[src/rtl/fetch_pkg.sv]
// Shared widths, constants and the prefetch entry type for the fetch stage.
package fetch_pkg;

   localparam int XLEN    = 32;
   localparam int INSTR_W = 32;
   localparam int PC_STEP = 4;

   localparam logic [INSTR_W-1:0] NOP_INSTR = 32'h0000_0013;

   typedef struct packed {
      logic [XLEN-1:0]    pc;
      logic [INSTR_W-1:0] instr;
   } fetch_entry_t;

endpackage

[src/rtl/fetch_if.sv]
// Fetch-to-decode valid/ready handshake carrying one instruction and its PC.
interface fetch_if;
   import fetch_pkg::*;

   logic               if_valid;
   logic               if_ready;
   logic [INSTR_W-1:0] if_instr;
   logic [XLEN-1:0]    if_pc;

   modport master (output if_valid, output if_instr, output if_pc, input if_ready);
   modport slave  (input if_valid, input if_instr, input if_pc, output if_ready);

endinterface

[src/rtl/fetch_fifo.sv]
// Prefetch FIFO of fetch entries; flush outranks push and pop.
module fetch_fifo
   import fetch_pkg::*;
#(
   parameter int DEPTH = 2
) (
   input  logic                   clk,
   input  logic                   rst_n,
   input  logic                   push,
   input  logic                   pop,
   input  logic                   flush,
   input  fetch_entry_t           wdata,
   output fetch_entry_t           rdata,
   output logic [$clog2(DEPTH):0] count,
   output logic                   full,
   output logic                   empty
);

   localparam int PTR_W = $clog2(DEPTH);
   localparam int CNT_W = PTR_W + 1;

   fetch_entry_t     mem [DEPTH];
   logic [PTR_W-1:0] wr_ptr;
   logic [PTR_W-1:0] rd_ptr;
   logic             do_push;
   logic             do_pop;

   assign full  = (count == CNT_W'(DEPTH));
   assign empty = (count == '0);

   // Guard against overflow/underflow regardless of what the caller requests.
   assign do_push = push && (!full || pop);
   assign do_pop  = pop && !empty;

   assign rdata = mem[rd_ptr];

   always_ff @(posedge clk) begin
      if (!rst_n) begin
         wr_ptr <= '0;
         rd_ptr <= '0;
         count  <= '0;
         // NOTE: storage is cleared too so the head reads zero out of reset.
         for (int i = 0; i < DEPTH; i++) mem[i] <= '0;
      end else if (flush) begin
         wr_ptr <= '0;
         rd_ptr <= '0;
         count  <= '0;
      end else begin
         // NOTE: non-blocking assignments keep every register update on the same edge.
         if (do_push) begin
            mem[wr_ptr] <= wdata;
            wr_ptr      <= wr_ptr + 1'b1;
         end
         if (do_pop) rd_ptr <= rd_ptr + 1'b1;
         count <= count + CNT_W'(do_push) - CNT_W'(do_pop);
      end
   end

endmodule

[src/rtl/fetch_unit.sv]
// Instruction fetch stage: PC register, prefetch FIFO and redirect handling.
module fetch_unit
   import fetch_pkg::*;
#(
   parameter logic [XLEN-1:0] RESET_PC   = 32'h0000_0000,
   parameter int              FIFO_DEPTH = 2
) (
   input  logic               clk,
   input  logic               rst_n,
   output logic [XLEN-1:0]    imem_addr,
   input  logic [INSTR_W-1:0] imem_rdata,
   input  logic               redirect_valid,
   input  logic [XLEN-1:0]    redirect_pc,
   fetch_if.master            dec
);

   logic [XLEN-1:0]             fetch_pc;
   logic [XLEN-1:0]             target_pc;
   logic                        push;
   logic                        pop;
   logic                        full;
   logic                        empty;
   logic [$clog2(FIFO_DEPTH):0] count;
   fetch_entry_t                wr_entry;
   fetch_entry_t                head;

   // Word-align the redirect target so fetch_pc[1:0] is always zero.
   assign target_pc = redirect_pc & ~XLEN'(3);

   assign imem_addr = fetch_pc;
   assign pop       = dec.if_valid && dec.if_ready;
   assign push      = !redirect_valid && (!full || pop);

   assign wr_entry.pc    = fetch_pc;
   assign wr_entry.instr = imem_rdata;

   always_ff @(posedge clk) begin
      if (!rst_n)              fetch_pc <= RESET_PC;
      else if (redirect_valid) fetch_pc <= target_pc;
      else if (push)           fetch_pc <= fetch_pc + XLEN'(PC_STEP);
   end

   fetch_fifo #(.DEPTH(FIFO_DEPTH)) u_fifo (
      .clk   (clk),
      .rst_n (rst_n),
      .push  (push),
      .pop   (pop),
      .flush (redirect_valid),
      .wdata (wr_entry),
      .rdata (head),
      .count (count),
      .full  (full),
      .empty (empty)
   );

   assign dec.if_valid = !empty;
   assign dec.if_instr = head.instr;
   assign dec.if_pc    = head.pc;

endmodule
[src/flat_wrapper.sv]
// flat-port wrapper written by rule: the top's interface ports become plain ports
module fetch_unit_flat import fetch_pkg::*;
#(
   parameter logic [XLEN-1:0] RESET_PC   = 32'h0000_0000,
   parameter int              FIFO_DEPTH = 2
)
  (clk, rst_n, imem_addr, imem_rdata, redirect_valid, redirect_pc, dec_if_valid, dec_if_instr, dec_if_pc, dec_if_ready);
  fetch_if dec_i ();
  input  logic clk;
  input  logic rst_n;
  output logic [XLEN-1:0] imem_addr;
  input  logic [INSTR_W-1:0] imem_rdata;
  input  logic redirect_valid;
  input  logic [XLEN-1:0] redirect_pc;
  output wire logic [$bits(dec_i.if_valid)-1:0] dec_if_valid;
  output wire logic [$bits(dec_i.if_instr)-1:0] dec_if_instr;
  output wire logic [$bits(dec_i.if_pc)-1:0] dec_if_pc;
  input wire logic [$bits(dec_i.if_ready)-1:0] dec_if_ready;
  assign dec_if_valid = dec_i.if_valid;
  assign dec_if_instr = dec_i.if_instr;
  assign dec_if_pc = dec_i.if_pc;
  assign dec_i.if_ready = dec_if_ready;
  fetch_unit #(.RESET_PC(RESET_PC), .FIFO_DEPTH(FIFO_DEPTH)) u_core (.clk(clk), .rst_n(rst_n), .imem_addr(imem_addr), .imem_rdata(imem_rdata), .redirect_valid(redirect_valid), .redirect_pc(redirect_pc), .dec(dec_i));
endmodule
[config.mk]
export PLATFORM = sky130hd
export DESIGN_NAME = fetch_unit_flat
export DESIGN_NICKNAME = d
export VERILOG_FILES = /design/src/rtl/fetch_pkg.sv /design/src/rtl/fetch_if.sv /design/src/rtl/fetch_fifo.sv /design/src/rtl/fetch_unit.sv /design/src/flat_wrapper.sv
export SDC_FILE = /design/constraint.sdc
export NUM_CORES = 1
export LEC_CHECK = 0
export CAP_MARGIN = 20
export CORE_UTILIZATION = 55
export CTS_CLUSTER_DIAMETER = 100
export DETAILED_ROUTE_END_ITERATION = 8
export PLACE_DENSITY_LB_ADDON = 0.2
export SLEW_MARGIN = 20
export SYNTH_ARGS = -nofsm -noshare
export SYNTH_HDL_FRONTEND = slang
export SYNTH_SLANG_ARGS = --single-unit
export TNS_END_PERCENT = 10
[constraint.sdc]
create_clock -name clk -period 8.5 [get_ports clk]
set_input_delay 0.85 -clock clk [delete_from_list [all_inputs] [get_ports clk]]
set_output_delay 0.85 -clock clk [all_outputs]
set_load 0.1 [all_outputs]
# Word-level counts from Yosys, hierarchy flattened
# Memory sizes are Yosys's and may differ from the RTL's. A register that Yosys moved wholly into a read port is not among the register bits.
# Index checks and enable logic that the tools add are counted.
# word_totals
register_bits,36
ramBits,128
rom_bits,0
elab_cells,37
latchBits,0
output_inout_bits,97
n_memories,1
in_bits,68
# op_classes
n_shift,0
magnitude_cmp,0
mux,12
bitwise_logic,1
n_addsub,5
mul,0
eq_ne,1
div_mod_pow,0
n_reduce_logical,12
# mem_list
name,depth,width,rd,rd_clocked_by_memory_dff,write_ports,line,source
u_core.u_fifo.mem,2,64,1,1,2,fetch_fifo.sv:22,fetch_entry_t mem [DEPTH];
# ops
cell,n
2-to-1 mux 32 bit,2
2-to-1 mux 64 bit,1
OR reduction 64 bit,1
"adder 32 x 3 -> 32 bit, second input constant",1
2-to-1 mux 1 bit,9
logical AND 1 bit,4
logical NOT 1 bit,3
"adder 1 bit, second input constant",2
adder 2 x 1 -> 2 bit,1
"== test 2 bit, second input constant",1
logical NOT 2 bit,1
nonzero test 2 bit,1
OR reduction 2 bit,1
subtractor 2 x 1 -> 2 bit,1
logical OR 1 bit,1
inverter 1 bit,1

# Depth between registers and ports, before layout
# Gate-level depths: netlist (run 1).
# logic_depth
depth_word,12
ltp_mapped,9
ltp_nobuf,9

# Cells and area by module
# A second synthesis (run 1) with hierarchy kept.
# hier_totals
hier_cells,617
area_unflattened_um2,7731.2
# by_module_without_submodules
module,n_inst,cells_each,area_per_inst_um2
fetch_fifo,1,371,5794.3
fetch_unit,1,246,1936.9

# Worst setup path before layout (run 1)
# No wires, ideal clock.
# synth_timing
path_type,in2reg
from,in redirect_valid
to,"mem u_core.u_fifo.mem[0][0] in the netlist's numbering, enable pin"
setup_ns,0.568
path_stages,4
t_arrival_ns,5.549
required_ns,7.932
setup_slack_ns,2.384
cell_sequence,clkbuf_1 nor2_1 inv_1 o21ai_0
# synth_rtl
element,line,source
"start, declared",flat_wrapper.sv:13,input logic redirect_valid;
"end, declared",fetch_fifo.sv:22,

==> results.json, run 1 <==
{
  "hold_viol": 0,
  "min_path_cells": 2,
  "hold_start": "u_core.u_fifo.rd_ptr",
  "postSynth.asyncResetShare_pct": 0,
  "cts_hold_buf": 0,
  "placed_cell_area_um2": 9180,
  "grt_use_met1_pct": 30.1,
  "tns_ns": 0,
  "grt_pass1_wl_um": 26900,
  "synth_cells": 607,
  "post-place-ws_ns": 4.51,
  "ys.flop_type": "edfxtp_1",
  "end_kind": "primary output",
  "clockBufferDepth": 2,
  "irDropWorstVdd_mv": 0.164,
  "stdcell_count": 939,
  "numCtsBuffers": 17,
  "top_usage_layer": "met2",
  "power_density_nw_per_um2": 219,
  "yosys.cell_types.count": 45,
  "syn_area_um2": 7420,
  "crit_arrival_ns": 2.92,
  "met2_usage_pct": 42.3,
  "timing.final.crit_share_pct": 44.3,
  "htreeDepth": 4,
  "relSlewSlack_pct": 26.6,
  "max_freq_mhz": 265,
  "io_pins": 165,
  "cp_max_fo": 62,
  "regToRegStartpoint": "u_core.u_fifo.count[1]",
  "synth_edf_count": 124,
  "fin_ws_ns": 4.73,
  "die-area_um2": 14000,
  "antenna_found_initial": 0,
  "worstSkewPairLatency_ns": 0.42,
  "first_global_vias": 5379,
  "skew_ns": 0.00962,
  "reg2reg_depth": 5,
  "grt_max_degree": 64,
  "layout-drive-gt1-share_pct": 14.2,
  "met3_usage_pct": 5.50,
  "maxSlewViolCount": 0,
  "drtIter0Drc": 411,
  "core_area_um2": 13200,
  "ys_warn_count": 0,
  "finalWeightedCongestion": 0.883,
  "initial_utilization_pct": 56.3,
  "die_w_um": 118,
  "min_period_ns": 3.77,
  "cts_resized": 0,
  "drv_cap": 0,
  "leakagePower_nw": 3.56,
  "hp-class": "reg2reg",
  "diodes": 0,
  "synth-seq-cells": 159,
  "p_total_mw": 2.13,
  "via_per_inst": 5.72,
  "required_ns": 7.65,
  "ff2ff_setup_slack_ns": 5.47,
  "fillerInstances": 906,
  "cts_root_buf": "clkbuf_16",
  "syn_avg_cell_area_um2": 12.2,
  "cts_tree": "yes",
  "dpl.cell_count": 907,
  "path_clk_slew_ns": 0.06,
  "die_h_um": 118,
  "post-route-util_pct": 73.8,
  "r2r-end": "u_core.u_fifo.mem[1][54]",
  "multiInputGateArea_um2": 2830,
  "postCtsSetupBuffers": 0,
  "vias": 5368,
  "critPathLaunchType": "flop",
  "area_delta_synth_final_pct": 31.2,
  "worst_slew_pin_slew_ns": 1.10,
  "dpl.hpwl_um": 10600,
  "wl_um": 16900,
  "ant_nets": 0,
  "portBuffers": 158,
  "fin_nets": 821,
  "whs_ns": 0.546,
  "hold_end": "u_core.u_fifo.rd_ptr",
  "grtUsageTotal_pct": 25.3,
  "finalSetupViolCount": 0,
  "seq_area_frac_synth_pct": 59.6,
  "drc": 0,
  "dr.pass1.iters": 5,
  "clkSinkCount": 159,
  "ff_latch_area_um2": 4430,
  "crit_type": "reg2out",
  "status": "finished, final reports clean",
  "grt-ovfl-total": 0,
  "rows": 42,
  "rsz0062_at_grt": "no",
  "design_area_um2": 9730,
  "wl_per_cell_um": 18.0
}
-- synth_stat cells, types with 4 or more instances --
master    instances  area, um2
and2_1          125        782
edfxtp_1        124       3720
mux2_2           62        698
clkbuf_1         38        143
dfxtp_1          35        701
o21ai_0          30        150
nand2_1          28        105
nand4_1          12       75.1
or3_1            11       68.8
nand3_1          10       50.1
nor2_1           10       37.5
nor4_1           10       62.6
xnor2_1          10       87.6
a31oi_1           8       50.1
nand2b_1          8       50.1
or4_1             8       60.1
a21oi_1           6       30.0
nor3_1            6       30.0
and3_1            5       31.3
a32oi_1           4       35.0
and4_1            4       35.0
buf_4             4       30.0
inv_1             4       15.0
o211ai_1          4       30.0
o31ai_1           4       30.0
-- power breakdown --
group	leakage [nW]	internal (mW)	switching, mW
sequential	1.61	0.890	0.0330
combinational	1.67	0.131	0.355
clock	0.280	0.426	0.293
total	3.56	1.45	0.680
-- placed cells by master, fill, tap and decap left out, types with 5 or more instances in the layout --
cell type        instances
clkdlybuf4s50_1        158
and2_1                 125
edfxtp_1               124
mux2_2                  62
dfxtp_1                 34
o21ai_0                 29
nand2_1                 28
clkbuf_16               18
nand4_1                 12
or3_1                   11
nor4_1                  10
xnor2_1                 10
nand3_1                 10
nor2_1                   9
or4_1                    8
a31oi_1                  8
nand2b_1                 7
a21oi_1                  6
nor3_1                   6
buf_4                    6
clkinv_2                 5
-- metal layers --
metal	routed length, um	share of wire [%]	vias to the layer above
met5	0	0	-
met4	519	3.1	0
met3	1090	6.4	37
met2	8620	51	220
met1	6710	40	2598
li1	-	-	2513
-- final cells by class --
type | instances | area share, %
clock buffer | 22 | 4.88
clock inverter | 10 | 0.861
inverter | 5 | 0.193
multi-input combinational | 401 | 29.1
sequential | 159 | 45.5
tap | 176 | 2.26
timing repair buffer | 166 | 17.3
-- state kept, by name (all words and copies together), names as in the netlist, named ones only --
signal and flops:
u_core.u_fifo.rd_ptr 1, u_core.imem_addr 30, u_core.u_fifo.wr_ptr 1, u_core.u_fifo.count 2, u_core.u_fifo.mem 124
-- worst max-delay path by stage --
| stage | startpoint | slack [ns] | to | cells past startpoint |
|---|---|---|---|---|
| after floorplan | redirect_valid | 2.38 | u_core.u_fifo.mem[0][0] | 4 |
| after global placement | rst_n | 4.51 | u_core.u_fifo.mem[1][36] | 4 |
| after detailed placement | rst_n | 4.51 | u_core.u_fifo.mem[1][34] | 4 |
| after CTS | flop | 4.70 | dec_if_pc[11] | 3 |
| after global routing | flop | 4.65 | dec_if_pc[11] | 3 |
| final | flop | 4.73 | dec_if_pc[11] | 3 |
-- logic make-up (layout without fill, tap and decap cells) --
family | count (synthesis) | after routing | synth area share (%)
AOI/OAI and AO/OA | 75 | 75 | 6.68
xor gates and xnor gates | 13 | 13 | 1.53
adders and majority gates | 3 | 3 | 0.506
buffers and inverters | 50 | 203 | 2.78
DFF | 159 | 159 | 59.6
muxes | 62 | 62 | 9.41
other | 1 | 4 | 0.0505
and+or+nand+nor | 244 | 244 | 19.4
-- worst max-delay path, stage by stage, from the launching register on --
cell and delay [ns]:
dfxtp_2 0.32, buf_4 0.62, mux2_2 0.30, clkdlybuf4s50_1 1.18
(Power assumes the default switching activity.)
==> inputs of run 2 (changes only) <==
Settings changed: CORE_UTILIZATION 55 to 51.
Clock period 8.5 ns to 3.7 ns, I/O delays scaled along.
==> results.json, run 2 (synthesized netlist as in run 1, its figures left out) <==
{
  "status": "finished, final reports clean",
  "finalSetupViolCount": 0,
  "die_w_um": 123,
  "drv_cap": 0,
  "cts_hold_buf": 0,
  "largest_register_ffs": 124,
  "numCtsBuffers": 17,
  "cp-startpoint": "u_core.imem_addr[23]",
  "worst_slew_pin_slew_ns": 1.04,
  "vias": 5308,
  "regToRegStartpoint": "u_core.imem_addr[4]",
  "clockBufferDepth": 2,
  "reg2reg_depth": 4,
  "post-route-util_pct": 68.3,
  "worstSkewPairLatency_ns": 0.42,
  "antenna_found_initial": 0,
  "leakagePower_nw": 3.65,
  "via_per_inst": 5.61,
  "timing.final.crit_share_pct": 69.3,
  "switchingPower_mw": 1.57,
  "postCtsSetupBuffers": 0,
  "fin_ws_ns": 1.14,
  "crit_arrival_ns": 2.19,
  "portBuffers": 158,
  "stdcell_count": 947,
  "core_area_um2": 14000,
  "final_cell_mix": "and2_1 (125), edfxtp_1 (124), clkdlybuf4s50_1 (96)",
  "diodes": 0,
  "crit_type": "reg2out",
  "grt_pass1_wl_um": 26400,
  "hp-class": "reg2reg",
  "finalWeightedCongestion": 0.851,
  "cts_tree": "yes",
  "dr.pass1.iters": 5,
  "mostFrequentLayoutCell": "and2_1",
  "dpl.hpwl_um": 11200,
  "cp_slowest_cell": "clkdlybuf4s50_1",
  "post-place-ws_ns": 1.04,
  "htreeDepth": 4,
  "grtUsageTotal_pct": 23.4,
  "internal-power_mw": 3.31,
  "clkSinkCount": 159,
  "first_global_vias": 5282,
  "ff2ff_setup_slack_ns": 1.35,
  "initial_utilization_pct": 52.8,
  "fin_nets": 825,
  "power_frac_comb_pct": 22.5,
  "relSlewSlack_pct": 30.4,
  "skew_ns": 0.00776,
  "path_clk_slew_ns": 0.06,
  "cts_root_buf": "clkbuf_16",
  "p_total_mw": 4.88,
  "hold_start": "u_core.u_fifo.rd_ptr",
  "min_path_cells": 2,
  "r2r-end": "u_core.imem_addr[30]",
  "tns_ns": 0,
  "critPathMaxStageDelay_ns": 1.21,
  "regMostFlops": "u_core.u_fifo.mem",
  "area_delta_synth_final_pct": 29.3,
  "die_h_um": 123,
  "io_pins": 165,
  "crit_family": "buffers and inverters",
  "crit_chain": "clkdlybuf4s50_1",
  "cp_num_cells": 1,
  "drtIter0Drc": 400,
  "wl_per_cell_um": 18.2,
  "cts_resized": 0,
  "drc": 0,
  "cp_max_fo": 9,
  "hold_viol": 0,
  "grt_max_degree": 63,
  "wl_um": 17300,
  "dpl.cell_count": 915,
  "required_ns": 3.33,
  "rsz0062_at_grt": "no",
  "cp.buffers_inverters": 1,
  "power_density_nw_per_um2": 508,
  "die-area_um2": 15000,
  "layout-drive-gt1-share_pct": 22.6,
  "ant_nets": 0,
  "maxSlewViolCount": 0,
  "grt-ovfl-total": 0,
  "end_kind": "primary output",
  "critPathLaunchType": "flop",
  "p_clk_share_pct": 34.0,
  "max_freq_mhz": 390,
  "rows": 43,
  "irDropWorstVdd_mv": 0.304,
  "p_seq_share_pct": 43.4,
  "sw_frac_of_total_pct": 32.2,
  "min_period_ns": 2.56
}
## run 2: cell count changes in the layout (fill, tap and decap cells not counted), sizes merged, moves of 2 or more
cell,before,now
buf,8,74
clkdlybuf4s50,158,96
clkinvlp,1,3
inv,7,4
clkbuf,22,20
clkinv,6,8
## run 2: cell type report
class                      count  area, um2
clock inverter                12        120
multi-input combinational    401       2830
fill                        1072       4450
tap                          180        225
timing repair buffer         170       1540
inverter                       5       18.8
sequential                   159       4430
clock buffer                  20        437
## run 2: stage by stage
| stage | hold WS [ns] | instance area, um2 |
|---|---|---|
| 6_report | 0.526 | 9600 |
| 3_3_place_gp | 0.495 | 9020 |
| 2_1_floorplan | 0.481 | 7440 |
| 5_1_grt | 0.572 | 9600 |
| 3_5_place_dp | 0.500 | 9040 |
| 4_1_cts | 0.526 | 9600 |
## run 2: worst max-delay path by stage
stage                               end
2_1_floorplan   u_core.u_fifo.mem[1][0]
3_3_place_gp   u_core.u_fifo.mem[0][47]
3_5_place_dp   u_core.u_fifo.mem[0][10]
4_1_cts                   imem_addr[19]
5_1_grt                   imem_addr[19]
6_report                  imem_addr[23]
## run 2: power by group through the flow
stage               Clock (mW)  Combinational (mW)  Sequential, mW
floorplan                    0               0.664            2.30
global placement             0                1.09            2.15
detailed placement           0                1.10            2.16
CTS                       1.68                1.10            2.12
global route              1.74                1.14            2.13
finish                    1.66                1.10            2.12
## run 2: per-layer routing
metal / GRT usage (%) / up-vias / routed length, um
met5: 0 / - / 0
met4: 8.99 / 0 / 340
met3: 5.58 / 28 / 934
met2: 40.0 / 210 / 8720
met1: 28.5 / 2559 / 7290
li1: - / 2511 / -
